$ cat src/rtl/trace_pkg.sv
// Shared types and constants for the commit trace buffer.
// Latency: n/a (types, constants and a pure classification function only).
// Backpressure: n/a.
package trace_pkg;

    localparam int INUM_W = 32;
    localparam int DROP_W = 16;
    localparam int CYC_W  = 32;
    localparam int KIND_W = 3;

    typedef enum logic [KIND_W-1:0] {
        KIND_NOP_BR = 3'd0,
        KIND_REG    = 3'd1,
        KIND_LD     = 3'd2,
        KIND_ST     = 3'd3,
        KIND_STU    = 3'd4
    } trace_kind_e;

    // A store that also writes a register (e.g. store-conditional) wins over
    // a load; a load without a register write is not a useful trace event.
    function automatic trace_kind_e classify_kind(input logic reg_write,
                                                  input logic mem_read,
                                                  input logic mem_write);
        trace_kind_e k;
        k = KIND_NOP_BR;
        if (reg_write && mem_write) begin
            k = KIND_STU;
        end else if (reg_write && mem_read) begin
            k = KIND_LD;
        end else if (reg_write) begin
            k = KIND_REG;
        end else if (mem_write) begin
            k = KIND_ST;
        end
        return k;
    endfunction

endpackage

$ cat src/rtl/trace_fifo.sv
// Generic synchronous FIFO holding WIDTH-bit words in DEPTH slots.
// Latency: a pushed word is visible at dout_o one cycle later; no bypass.
// Backpressure: push when full is accepted only together with a pop; pop when empty is ignored.
module trace_fifo #(
    parameter int  WIDTH = 8,
    parameter int  DEPTH = 4,
    localparam int LVL_W = $clog2(DEPTH + 1),
    localparam int PTR_W = $clog2(DEPTH)
) (
    input  logic             clk,
    input  logic             rst,
    input  logic             push_i,
    input  logic             pop_i,
    input  logic [WIDTH-1:0] din_i,
    output logic [WIDTH-1:0] dout_o,
    output logic [LVL_W-1:0] level_o
);

    logic [WIDTH-1:0] mem_q [DEPTH];
    logic [PTR_W-1:0] wr_ptr_q, rd_ptr_q;
    logic [LVL_W-1:0] level_q, level_d;
    logic             do_push, do_pop;

    assign do_pop  = pop_i && (level_q != '0);
    assign do_push = push_i && ((level_q != LVL_W'(DEPTH)) || do_pop);

    // Occupancy changes only when exactly one of push/pop happens.
    always_comb begin
        level_d = level_q;
        if (do_push && !do_pop) begin
            level_d = level_q + LVL_W'(1);
        end else if (do_pop && !do_push) begin
            level_d = level_q - LVL_W'(1);
        end
    end

    // Pointers and occupancy; DEPTH is a power of two so pointers wrap freely.
    always_ff @(posedge clk) begin
        if (rst) begin
            wr_ptr_q <= '0;
            rd_ptr_q <= '0;
            level_q  <= '0;
        end else begin
            if (do_push) wr_ptr_q <= wr_ptr_q + PTR_W'(1);
            if (do_pop)  rd_ptr_q <= rd_ptr_q + PTR_W'(1);
            level_q <= level_d;
        end
    end

    // Storage; when full with push+pop the write lands in the slot being read out this cycle.
    always_ff @(posedge clk) begin
        if (do_push) mem_q[wr_ptr_q] <= din_i;
    end

    assign dout_o  = mem_q[rd_ptr_q];
    assign level_o = level_q;

endmodule

$ cat src/rtl/commit_trace_buffer.sv
// Captures retired instructions into packed trace records and queues them for a drain port
// (TRACE_CYCLE_STAMP_EN prepends a 32-bit cycle stamp). Latency: 1 cycle from retirement to tr_valid.
// Backpressure: tr_valid/tr_ready drain; when full without a pop the retirement is dropped and counted.
module commit_trace_buffer
    import trace_pkg::*;
#(
    parameter int  XLEN          = 32,
    parameter int  RA_W          = 5,
    parameter int  DEPTH         = 16,
    parameter int  STALL_ON_FULL = 0,
    localparam int LVL_W         = $clog2(DEPTH + 1),
`ifdef TRACE_CYCLE_STAMP_EN
    localparam int STAMP_W       = CYC_W,
`else
    localparam int STAMP_W       = 0,
`endif
    localparam int BASE_W        = INUM_W + KIND_W + XLEN + 32 + RA_W + 3 * XLEN,
    localparam int TR_W          = STAMP_W + BASE_W
) (
    input  logic              clk,
    input  logic              rst,
    input  logic              enable,
    input  logic              ret_valid,
    input  logic [XLEN-1:0]   ret_pc,
    input  logic [31:0]       ret_instr,
    input  logic              ret_reg_write,
    input  logic [RA_W-1:0]   ret_rd,
    input  logic [XLEN-1:0]   ret_wdata,
    input  logic              ret_mem_read,
    input  logic              ret_mem_write,
    input  logic [XLEN-1:0]   ret_mem_addr,
    input  logic [XLEN-1:0]   ret_mem_data,
    output logic              tr_valid,
    input  logic              tr_ready,
    output logic [TR_W-1:0]   tr_record,
    output logic              stall_req,
    output logic [LVL_W-1:0]  level,
    output logic [INUM_W-1:0] inst_count,
    output logic [DROP_W-1:0] drop_count
);

    logic [INUM_W-1:0] inst_count_q, inst_count_d;
    logic [DROP_W-1:0] drop_count_q, drop_count_d;
    logic [LVL_W-1:0]  fifo_level;
    logic [BASE_W-1:0] rec_base;
    logic [TR_W-1:0]   rec_in, fifo_dout;
    logic              counted, do_pop, do_push, do_drop, full;
    trace_kind_e       kind;

    assign kind     = classify_kind(ret_reg_write, ret_mem_read, ret_mem_write);
    assign rec_base = {inst_count_q, KIND_W'(kind), ret_pc, ret_instr, ret_rd,
                       ret_wdata, ret_mem_addr, ret_mem_data};

`ifdef TRACE_CYCLE_STAMP_EN
    logic [CYC_W-1:0] cyc_q, cyc_d;

    assign cyc_d  = cyc_q + CYC_W'(1);
    assign rec_in = {cyc_q, rec_base};

    // Free-running cycle stamp, zero in the first cycle after reset.
    always_ff @(posedge clk) begin
        if (rst) cyc_q <= '0;
        else     cyc_q <= cyc_d;
    end
`else
    assign rec_in = rec_base;
`endif

    assign full     = (fifo_level == LVL_W'(DEPTH));
    assign tr_valid = (fifo_level != '0);
    assign do_pop   = tr_valid && tr_ready;
    assign counted  = ret_valid && enable;
    // A pop in the same cycle frees the slot, so a full buffer still accepts.
    assign do_push  = counted && (!full || do_pop);
    assign do_drop  = counted && full && !do_pop;

    // Every counted retirement consumes an inum, dropped or not, so drops show up as gaps.
    always_comb begin
        inst_count_d = inst_count_q;
        drop_count_d = drop_count_q;
        if (counted) inst_count_d = inst_count_q + INUM_W'(1);
        if (do_drop && (drop_count_q != '1)) drop_count_d = drop_count_q + DROP_W'(1);
    end

    // Counter registers; reset wins over any retirement in the same cycle.
    always_ff @(posedge clk) begin
        if (rst) begin
            inst_count_q <= '0;
            drop_count_q <= '0;
        end else begin
            inst_count_q <= inst_count_d;
            drop_count_q <= drop_count_d;
        end
    end

    trace_fifo #(
        .WIDTH (TR_W),
        .DEPTH (DEPTH)
    ) u_fifo (
        .clk     (clk),
        .rst     (rst),
        .push_i  (do_push),
        .pop_i   (do_pop),
        .din_i   (rec_in),
        .dout_o  (fifo_dout),
        .level_o (fifo_level)
    );

    // Hide stale storage so an empty buffer presents an all-zero record.
    assign tr_record  = tr_valid ? fifo_dout : '0;
    assign stall_req  = (STALL_ON_FULL != 0) && full;
    assign level      = fifo_level;
    assign inst_count = inst_count_q;
    assign drop_count = drop_count_q;

endmodule

$ cat config.mk
export PLATFORM = sky130hd
export DESIGN_NAME = commit_trace_buffer
export DESIGN_NICKNAME = d
export VERILOG_FILES = /design/src/rtl/trace_pkg.sv /design/src/rtl/trace_fifo.sv /design/src/rtl/commit_trace_buffer.sv
export SDC_FILE = /design/constraint.sdc
export NUM_CORES = 2
export LEC_CHECK = 0
export ABC_AREA = 0
export BUFFER_PORTS_ARGS = -buffer_cell sky130_fd_sc_hd__buf_2
export CAP_MARGIN = 25
export CORE_MARGIN = 2
export CORE_UTILIZATION = 37
export CTS_CLUSTER_SIZE = 28
export DETAILED_ROUTE_END_ITERATION = 8
export PLACE_DENSITY = 0.53
export SYNTH_ARGS = -nofsm -noshare
export SYNTH_HDL_FRONTEND = slang
export SYNTH_HIERARCHICAL = 1
export SYNTH_SLANG_ARGS = --single-unit
$ cat constraint.sdc
create_clock -name clk -period 29.4 [get_ports clk]
set_input_delay 2.94 -clock clk [delete_from_list [all_inputs] [get_ports clk]]
set_output_delay 2.94 -clock clk [all_outputs]
set_load 0.1 [all_outputs]
==> impl_summary.txt <==
----------------------------------------------------
[Final layout]
  Synth-to-layout area growth ... 15.3%
  FF+latch area ... between 90000 and 100000 um2
  Post-route non-filler standard cell count ... 10803
  Area taken by multi-input logic gates ... between 20000 and 30000 um2
  Proportion of layout cells with a drive suffix above 1 ... 0.297
  Fill cells ... between 20000 and 30000
  Number of nets in the final layout ... 6303
  Core occupancy in the finished layout ... 0.428

[Synth]
  Yosys warning count ... 6
  Number of different library cells in the post-synthesis netlist ... between 50 and 60
  Synthesis-stage register bit count ... 3265
  Post-Syn Instances ... around 5500
  Summed instance area of the synthesized netlist ... between 100000 and 150000 um2
  Largest cells by area after synthesis ... sky130_fd_sc_hd__edfxtp_1 78%, sky130_fd_sc_hd__mux4_2 15%, sky130_fd_sc_hd__a22oi_1 1.8%
  Net count after synthesis ... ~5700
  Most common cell in the netlist ... sky130_fd_sc_hd__edfxtp_1
  Synth cell count leaders ... 3200 x sky130_fd_sc_hd__edfxtp_1, 800 x sky130_fd_sc_hd__mux4_2, 294 x sky130_fd_sc_hd__a22oi_1
  Per-instance average area after synthesis ... between 20 and 25 um2
  Fraction of post-synthesis cell area in the top cell type by area ... 0.776
  Count of flip-flops with a built-in enable after synthesis ... 3200
  Fraction of the yosys area taken by sequential cells ... 0.786
  Cell type with the largest total area after synthesis ... sky130_fd_sc_hd__edfxtp_1
  Fraction of synthesis flops using an asynchronous set or reset pin ... 0
  Top_reg_cell synth ... sky130_fd_sc_hd__edfxtp_1

[Clocking]
  Total clock sinks ... roughly 3300
  Inserted Clock Buffers ... roughly 350
  Post-cts sizing count ... 0
  Deepest level of the CTS H-tree ... 5
  Insertion delay of the later-clocked pin in the worst-skew pair ... just over 0.9 ns
  Root buffer cell ... sky130_fd_sc_hd__clkbuf_16
  Clock tree from TritonCTS ... done
  Cts-stage hold buffer count ... 0
  Clock-pin transition on the worst setup and hold timing paths ... 0.06 ns
  Clock buffer depth ... 4
  Postcts setup bufs ... 0

[Route]
  Antenna violation net count after detailed routing ... 0
  Wire length after detailed routing ... about 320000 um
  First-pass detailed-route iteration total ... 5
  # DRC ... 0
  Via count normalized by instance count ... about 5.5
  Routed length per placed instance ... about 30 um
  Vias ... ~60000
  Initial drt markers ... around 5600

[Floorplan]
  Number of top-level pins ... roughly 430
  DIE AREA ... 339000 um2
  Initial Util ... 0.371
  Floorplan die height ... just under 600 um
  Die width ... 583 um
  Core Rows ... ~210
  Core area ... around 330000 um2

[Min path]
  HP Start ... drop_count[8]
  Worst hold path type ... flip-flop to flip-flop

[Worst setup path]
  Maximum single-stage delay on the critical path ... 0.80 ns
  Launch point of the worst reg-to-reg path ... u_fifo/level_o[4]
  Critical setup path kind ... flip-flop to primary output
  Cell breakdown of the critical path ... buf_4, buf_4, buf_4, buf_4, buf_4, mux4_2, a22oi_1, nand2_1, and2_1, buf_2
  Number of cells on the worst reg-to-reg path ... 10
  Most Frequent Cell on Critical Path ... sky130_fd_sc_hd__buf_4
  Highest net fanout along the worst path ... 55
  Endpoint of the most critical setup path ... tr_record[14]
  Worst endpoint required time ... between 20 and 30 ns
  Critical path startpoint category ... flip-flop
  Worst-case register-to-register setup slack ... 23.32 ns
  Critical Path Sink Type ... primary output
  Cell type of the slowest stage on the worst timing path ... sky130_fd_sc_hd__buf_4
  Critical R2R Capture ... u_fifo/mem_q[2][40]
  Critical path arrival ... roughly 6.5 ns

[Power]
  VDD IR-drop max ... 0.0785 mV
  PD cells ... 87.9 nW/um2
  Reported leakage power ... 0.0443 uW

[Timing]
  Endpoints failing setup ... 0
  Max Clk Rate ... around 110 MHz
  Slew at the pin closest to its max-slew limit ... about 1.1 ns
  Worst setup slack after layout ... 19.94 ns
  Total count of hold-check failures in the final report ... 0
  Share of the cycle needed by the critical path after routing ... 0.322
  Worst hold-check slack ... slightly below 0.5 ns
  RSZ-0062 raised after global routing ... false
  Slew Viols, Final ... 0
  Largest clock skew in the final design ... around 0.052 ns
  Tightest slew margin relative to the limit ... 0.253
  Setup TNS ... 0 ns
  Minimum clock period ... around 9.5 ns

[Flow run]
  Max_cap viols ... 0

[Global route]
  Global-route wire length before repair ... between 400000 and 500000 um
  Largest net degree at the start of global routing ... around 160
  Global route total overflow ... 0
  Antenna violations before repair ... 98
  Vias in the first global route ... 62141
  Overall Global Routing Usage ... 0.189

[Place]
  Post-place setup slack ... around 21 ns
  Number of buffer cells added on primary ports ... approximately 430
  Number of placed instances with taps included ... ~10000
  Gp weighted congestion ... 0.726
  HPWL after detailed placement ... ~170000 um

[Run status]
  Outcome ... completed

----------------------------------------------------
worst min-delay path by stage:
stage / to / slack, ns / cells past startpoint
finish: drop_count[8] / 0.50 / 2
global route: drop_count[8] / 0.54 / 2
CTS: drop_count[8] / 0.50 / 2
detailed placement: drop_count[8] / 0.49 / 2
global placement: drop_count[8] / 0.48 / 2
floorplan: flip-flop / 0.48 / 2
state kept, by name (all words and copies together), names as in the netlist, named ones only:
signal / cells
u_fifo/mem_q: 3200
inst_count: 32
drop_count: 16
u_fifo/level_o: 5
u_fifo/rd_ptr_q: 4
u_fifo/wr_ptr_q: 4
area by class of cell:
type                       count  area share
sequential                  3265       0.682
multi-input combinational   1922       0.176
clock buffer                 440      0.0651
tap                         4387      0.0384
timing repair buffer         566      0.0247
clock inverter               187      0.0131
antenna                       26    0.000456
inverter                      10    0.000263
logic make-up after synthesis:
logic type,Yosys count,synth area share
buf+inv,318,0.0121
flops,3265,0.786
simple gates,607,0.0255
compound gates,469,0.0266
fa+ha+maj,12,0.00127
other cells,1,0.0000303
xor+xnor,19,0.00134
mux,814,0.147
metrics by stage:
stage          cell area (um2)  total power [uW]
2_1_floorplan           124000              7770
3_3_place_gp            131000              8410
3_5_place_dp            132000              8420
4_1_cts                 143000             12700
5_1_grt                 143000             13000
6_report                143000             12600
cells in the final DEF, fill, tap and decap left out, types with 20 or more instances in the layout:
| master | netlist | routed |
|---|---|---|
| sky130_fd_sc_hd__a21oi_1 | 30 | 30 |
| sky130_fd_sc_hd__a22oi_1 | 294 | 294 |
| sky130_fd_sc_hd__and2_1 | 205 | 203 |
| sky130_fd_sc_hd__buf_12 | 0 | 20 |
| sky130_fd_sc_hd__buf_2 | 90 | 426 |
| sky130_fd_sc_hd__buf_4 | 46 | 115 |
| sky130_fd_sc_hd__bufinv_16 | 0 | 26 |
| sky130_fd_sc_hd__clkbuf_1 | 127 | 80 |
| sky130_fd_sc_hd__clkbuf_16 | 0 | 359 |
| sky130_fd_sc_hd__clkinv_1 | 0 | 72 |
| sky130_fd_sc_hd__clkinv_2 | 0 | 50 |
| sky130_fd_sc_hd__dfxtp_1 | 65 | 62 |
| sky130_fd_sc_hd__diode_2 | 0 | 26 |
| sky130_fd_sc_hd__edfxtp_1 | 3200 | 3200 |
| sky130_fd_sc_hd__mux4_2 | 800 | 800 |
| sky130_fd_sc_hd__nand2_1 | 172 | 171 |
| sky130_fd_sc_hd__nor2_1 | 103 | 90 |
| sky130_fd_sc_hd__o22ai_1 | 106 | 106 |
critical path: cells and delay by family, from the launching register on:
family                 cells  cell delay [ns]
buffers and inverters      6             3.81
multiplexers               1             0.42
flip-flops                 1             0.57
AND/OR/NAND/NOR            2             0.26
AO/OA/AOI/OAI              1             0.24
power by group:
group	internal (uW)	switching (uW)
sequential	5160	32.7
clock	2480	1810
combinational	913	2170
metal layers:
metal / track usage / vias to the layer above / share of wire
met5: 0 / - / 0.00081
met4: 0.0414 / 42 / 0.020
met3: 0.0407 / 492 / 0.071
met2: 0.298 / 2025 / 0.47
met1: 0.271 / 32784 / 0.44
li1: - / 24595 / -
Note: power is estimated with default switching activity, not from simulation.
